File: config.mk
export PLATFORM = sky130hd
export DESIGN_NAME = gate_direction_decoder
export DESIGN_NICKNAME = d
export VERILOG_FILES = /design/src/rtl/gate_direction_decoder.sv
export SDC_FILE = /design/constraint.sdc
export NUM_CORES = 1
export LEC_CHECK = 0
export ABC_AREA = 1
export BUFFER_PORTS_ARGS = -buffer_cell sky130_fd_sc_hd__clkbuf_2
export CELL_PAD_IN_SITES_DETAIL_PLACEMENT = 0
export CELL_PAD_IN_SITES_GLOBAL_PLACEMENT = 1
export CORE_ASPECT_RATIO = 0.9
export CORE_MARGIN = 1.5
export CORE_UTILIZATION = 35
export CTS_CLUSTER_SIZE = 20
export DETAILED_ROUTE_END_ITERATION = 10
export HOLD_SLACK_MARGIN = 0.03
export PLACE_DENSITY_LB_ADDON = 0.1
export SYNTH_ARGS = -nofsm -noshare
export SYNTH_HDL_FRONTEND = slang
export SYNTH_SLANG_ARGS = --single-unit
File: constraint.sdc
create_clock -name clk -period 2.5 [get_ports clk]
set_clock_uncertainty 0.15 [all_clocks]
set_input_delay 0.625 -clock clk [delete_from_list [all_inputs] [get_ports clk]]
set_output_delay 0.625 -clock clk [all_outputs]
set_load 0.005 [all_outputs]
File: src/rtl/gate_direction_decoder.sv
// Queue-gate front-end: synchronises and debounces two beam sensors, then
// decodes the traversal order into entry/exit strobes and a fault strobe.
module gate_direction_decoder #(
  parameter int unsigned DEB_CYCLES     = 4,
  parameter int unsigned TIMEOUT_CYCLES = 64
) (
  input  logic clk,
  input  logic reset,
  input  logic sens_a,
  input  logic sens_b,
  output logic up_pulse,
  output logic down_pulse,
  output logic busy,
  output logic fault
);

  localparam int unsigned TW = $clog2(TIMEOUT_CYCLES + 1);
  localparam logic [7:0] DEB_LAST = 8'(DEB_CYCLES - 1);
  localparam logic [TW-1:0] TMO_LAST = TW'(TIMEOUT_CYCLES - 1);
  localparam logic [TW-1:0] TMO_MAX  = TW'(TIMEOUT_CYCLES);

  typedef enum logic [2:0] {
    IDLE, IN1, IN2, IN3, OUT1, OUT2, OUT3, WAIT_CLR
  } state_t;

  // Bit 1 carries sensor A (outer), bit 0 sensor B (inner).
  logic [1:0] sync1, sync2, db, upd;
  logic [7:0] cnt [2];
  logic [TW-1:0] timer;
  state_t state, state_n;
  logic up_n, down_n, fault_n, timed, tmo;

  always_comb begin
    for (int unsigned i = 0; i < 2; i++) begin
      upd[i] = (sync2[i] != db[i]) && (cnt[i] == DEB_LAST);
    end
  end

  always_ff @(posedge clk or negedge reset) begin
    if (!reset) begin
      sync1 <= '0;
      sync2 <= '0;
      db    <= '0;
      cnt[0] <= '0;
      cnt[1] <= '0;
    end else begin
      sync1 <= {sens_a, sens_b};
      sync2 <= sync1;
      for (int unsigned i = 0; i < 2; i++) begin
        if (sync2[i] == db[i]) begin
          cnt[i] <= '0;
        end else if (upd[i]) begin
          db[i]  <= sync2[i];
          cnt[i] <= '0;
        end else begin
          cnt[i] <= cnt[i] + 8'd1;
        end
      end
    end
  end

  assign timed = (state != IDLE) && (state != WAIT_CLR);
  assign tmo   = timed && (timer == TMO_LAST);

  always_comb begin
    state_n = state;
    up_n    = 1'b0;
    down_n  = 1'b0;
    fault_n = 1'b0;
    case (state)
      IDLE: case (db)
        2'b10:   state_n = IN1;
        2'b01:   state_n = OUT1;
        2'b11:   begin state_n = WAIT_CLR; fault_n = 1'b1; end
        default: state_n = IDLE;
      endcase
      IN1: case (db)
        2'b11:   state_n = IN2;
        2'b00:   state_n = IDLE;
        2'b01:   begin state_n = WAIT_CLR; fault_n = 1'b1; end
        default: state_n = IN1;
      endcase
      IN2: case (db)
        2'b01:   state_n = IN3;
        2'b10:   state_n = IN1;
        2'b00:   begin state_n = WAIT_CLR; fault_n = 1'b1; end
        default: state_n = IN2;
      endcase
      IN3: case (db)
        2'b00:   begin state_n = IDLE; up_n = 1'b1; end
        2'b11:   state_n = IN2;
        2'b10:   begin state_n = WAIT_CLR; fault_n = 1'b1; end
        default: state_n = IN3;
      endcase
      OUT1: case (db)
        2'b11:   state_n = OUT2;
        2'b00:   state_n = IDLE;
        2'b10:   begin state_n = WAIT_CLR; fault_n = 1'b1; end
        default: state_n = OUT1;
      endcase
      OUT2: case (db)
        2'b10:   state_n = OUT3;
        2'b01:   state_n = OUT1;
        2'b00:   begin state_n = WAIT_CLR; fault_n = 1'b1; end
        default: state_n = OUT2;
      endcase
      OUT3: case (db)
        2'b00:   begin state_n = IDLE; down_n = 1'b1; end
        2'b11:   state_n = OUT2;
        2'b01:   begin state_n = WAIT_CLR; fault_n = 1'b1; end
        default: state_n = OUT3;
      endcase
      WAIT_CLR: if (db == 2'b00) state_n = IDLE;
      default:  state_n = IDLE;
    endcase
    // Timeout only wins when the inputs would otherwise leave the state alone.
    if (tmo && (state_n == state)) begin
      state_n = WAIT_CLR;
      fault_n = 1'b1;
    end
  end

  always_ff @(posedge clk or negedge reset) begin
    if (!reset) begin
      state      <= IDLE;
      timer      <= '0;
      up_pulse   <= 1'b0;
      down_pulse <= 1'b0;
      fault      <= 1'b0;
    end else begin
      state      <= state_n;
      up_pulse   <= up_n;
      down_pulse <= down_n;
      fault      <= fault_n;
      if (!timed || (state_n != state) || (upd != 2'b00)) begin
        timer <= '0;
      end else if (timer != TMO_MAX) begin
        timer <= timer + TW'(1);
      end
    end
  end

  assign busy = (state != IDLE);

endmodule

==> flow_summary.json <==
{
  "drt_pass1_iterations": 4,
  "hold_class": "register to register",
  "cts_hold_buf": 0,
  "crit_path_cell_trace": "inv_2 > ha_1 > inv_1 > nand2_1 > o21ai_1 > nor2_2 > nand4_1 > nand3_2 > nor2_4 > nand2_4 > nand2_4 > nand2_2 > nand3_4 > nor2_2",
  "timing.rr.start": "db[1]",
  "ios": 8,
  "syn2layout_area_growth_pct": 8.88,
  "post-place-ws_ns": 0.135,
  "cpMaxStageDelayCell": "dfrtp_1",
  "vias": 1538,
  "dpl_cell_area_sq_mm": 0.00219,
  "startpoint_type": "register",
  "num_rows": 26,
  "nets": 261,
  "core_region_area_sq_mm": 0.00573,
  "die_area_sq_mm": 0.00647,
  "cp_num_buf_inv": 2,
  "worstPathRequired_ns": 2.53,
  "min_from": "sync1[0]",
  "critPathMaxStageDelay_ns": 0.47,
  "wl_per_cell_microns": 12.5,
  "synthesis.nets": 249,
  "outcome": "finished, final reports clean",
  "start_util_pct": 36.6,
  "syn_avg_cell_area_sq_um": 9.01,
  "synthesis.area_sq_mm": 0.00210,
  "final_cell_mix": "nor2_1, dfrtp_1, nand2_1",
  "worstSetupPathDepth": 14,
  "drc": 0,
  "groute.usage.overall_pct": 14.1,
  "slew_viol_final": 0,
  "ir_drop_v": 0.000444,
  "syn_inst": 233,
  "viasPerCell": 4.87,
  "grt_pass1_vias": 1526,
  "reg2reg_depth": 14,
  "clock.fmax_mhz": 434,
  "hpwl_mm": 2.92,
  "cts_tree": "done",
  "drive_gt1_share_pct": 24.4,
  "hold_ws_ns": 0.204,
  "port_buffers": 7,
  "cts_buffer_depth": 2,
  "finalSetupTns_ns": 0,
  "startpoint": "db[1]",
  "period_needed_ns": 2.30,
  "ant_nets": 0,
  "endpoint_kind": "register",
  "setup_slack_ns": 0.198,
  "drv_cap": 0,
  "clk_pin_slew_ns": 0.07,
  "htreeDepth": 2,
  "root_buffer": "clkbuf_8",
  "drt_iter0_drc": 64,
  "cts_buffers": 5,
  "critical_path_arrival_ns": 2.33,
  "hold_path_depth": 0,
  "crit_type": "register to register",
  "gr-total-overflow": 0,
  "clock-sinks": 35,
  "crit_family": "simple AND/OR/NAND/NOR gates",
  "slew_headroom_pct": 64.2,
  "leakage_nw": 1.07,
  "worst_pin_slew_ns": 0.532,
  "powerDensity_mw_per_mm2": 1100,
  "setup_viol": 0,
  "crit_fanout": 7,
  "synth_top_area_cell": "dfrtp_1",
  "r2r_slack_ns": 0.20,
  "n_fill_cell": 577,
  "r2r-end": "timer[4]",
  "synth-seq-area-share_pct": 41.7,
  "final_area_sq_mm": 0.00228,
  "synth_top_area_share_pct": 41.7,
  "synth_area_leaders": "dfrtp_1, ha_1, nor2_1, xor2_1, inv_1",
  "synth_cell_types": 32,
  "final_hold_viol_count": 0,
  "grt_start_max_net_pins": 36,
  "clk_latency_ns": 0.29,
  "die_h_microns": 76.5,
  "fin_crit_sh_pct": 92.1,
  "yosysWarnings": 0,
  "postCtsSetupRepairBufs": 0,
  "num_antenna_cells": 0,
  "rsz0062_at_grt": "false",
  "die_w_microns": 84.6,
  "ys_seq_elements": 35,
  "wl_mm": 3.95,
  "cts_resized": 0,
  "min_to": "sync2[0]",
  "grt_antenna_before_repair": 0,
  "gp_congestion": 0.819,
  "grt_pass1_wl_mm": 7.26
}
## metrics by stage
step / power, W / cells / utilization (%)
global placement: 0.00215 / 308 / 38.3
CTS: 0.00253 / 316 / 39.9
floorplan: 0.00187 / 233 / -
detailed placement: 0.00210 / 308 / 38.3
global route: 0.00274 / 316 / 39.9
finish: 0.00251 / 316 / 39.9
## metal layers
metal  global-route usage [%]  wire length [microns]  vias to the layer above
met5                        0                      0                        -
met4                     5.32                     52                        0
met3                     3.25                    175                        5
met2                     19.8                   1700                       27
met1                     20.8                   2020                      729
li1                         -                      -                      777
## area by class of cell
cell class | count | area [sq um] | share of cell area [%]
inverters | 28 | 115 | 5.04
flip-flops and latches | 35 | 877 | 38.4
clock buffers | 5 | 68.8 | 3.01
repair buffers | 8 | 42.5 | 1.86
multi-input cells | 167 | 1070 | 47.0
well taps | 70 | 87.6 | 3.83
clock inverters | 3 | 20.0 | 0.876
## worst max path at each step
stage	to	slack, ns
2_1_floorplan	timer[5]	0.43
3_3_place_gp	timer[1]	0.11
6_report	timer[4]	0.20
4_1_cts	timer[4]	0.11
3_5_place_dp	timer[0]	0.14
5_1_grt	timer[4]	0.03
## registers in the layout, summed over array words and instances, names as in the netlist
signal / cells
cnt: 16
db: 2
down_pulse: 1
fault: 1
state: 3
sync1: 2
sync2: 2
timer: 7
up_pulse: 1
## cells by family (layout without fill, tap and decap cells)
kind of cell | after synthesis | after routing | synth area share (%)
DFF | 35 | 35 | 41.7
AOI/OAI and AO/OA | 15 | 15 | 4.06
and+or+nand+nor | 124 | 124 | 33.3
buffers and inverters | 31 | 44 | 7.10
xor gates and xnor gates | 16 | 16 | 6.68
adders and majority gates | 12 | 12 | 7.16
## power by group
group          internal, W  switching, W
Sequential        0.000668      0.000169
Combinational     0.000425      0.000831
Clock             0.000194      0.000219
Total              0.00129       0.00122
## synthesized netlist by cell type (all sizes together)
cell type	count
nor3b	1
nand3	25
nand4	5
and3	2
a31oi	1
dfrtp	35
inv	27
a211oi	1
nor3	5
nor2	49
nor4	2
clkinv	1
a21oi	8
nand3b	3
xnor2	4
o21ai	4
buf	3
ha	12
nand2	32
xor2	12
o211ai	1
Power figures use the tool's default switching activity.
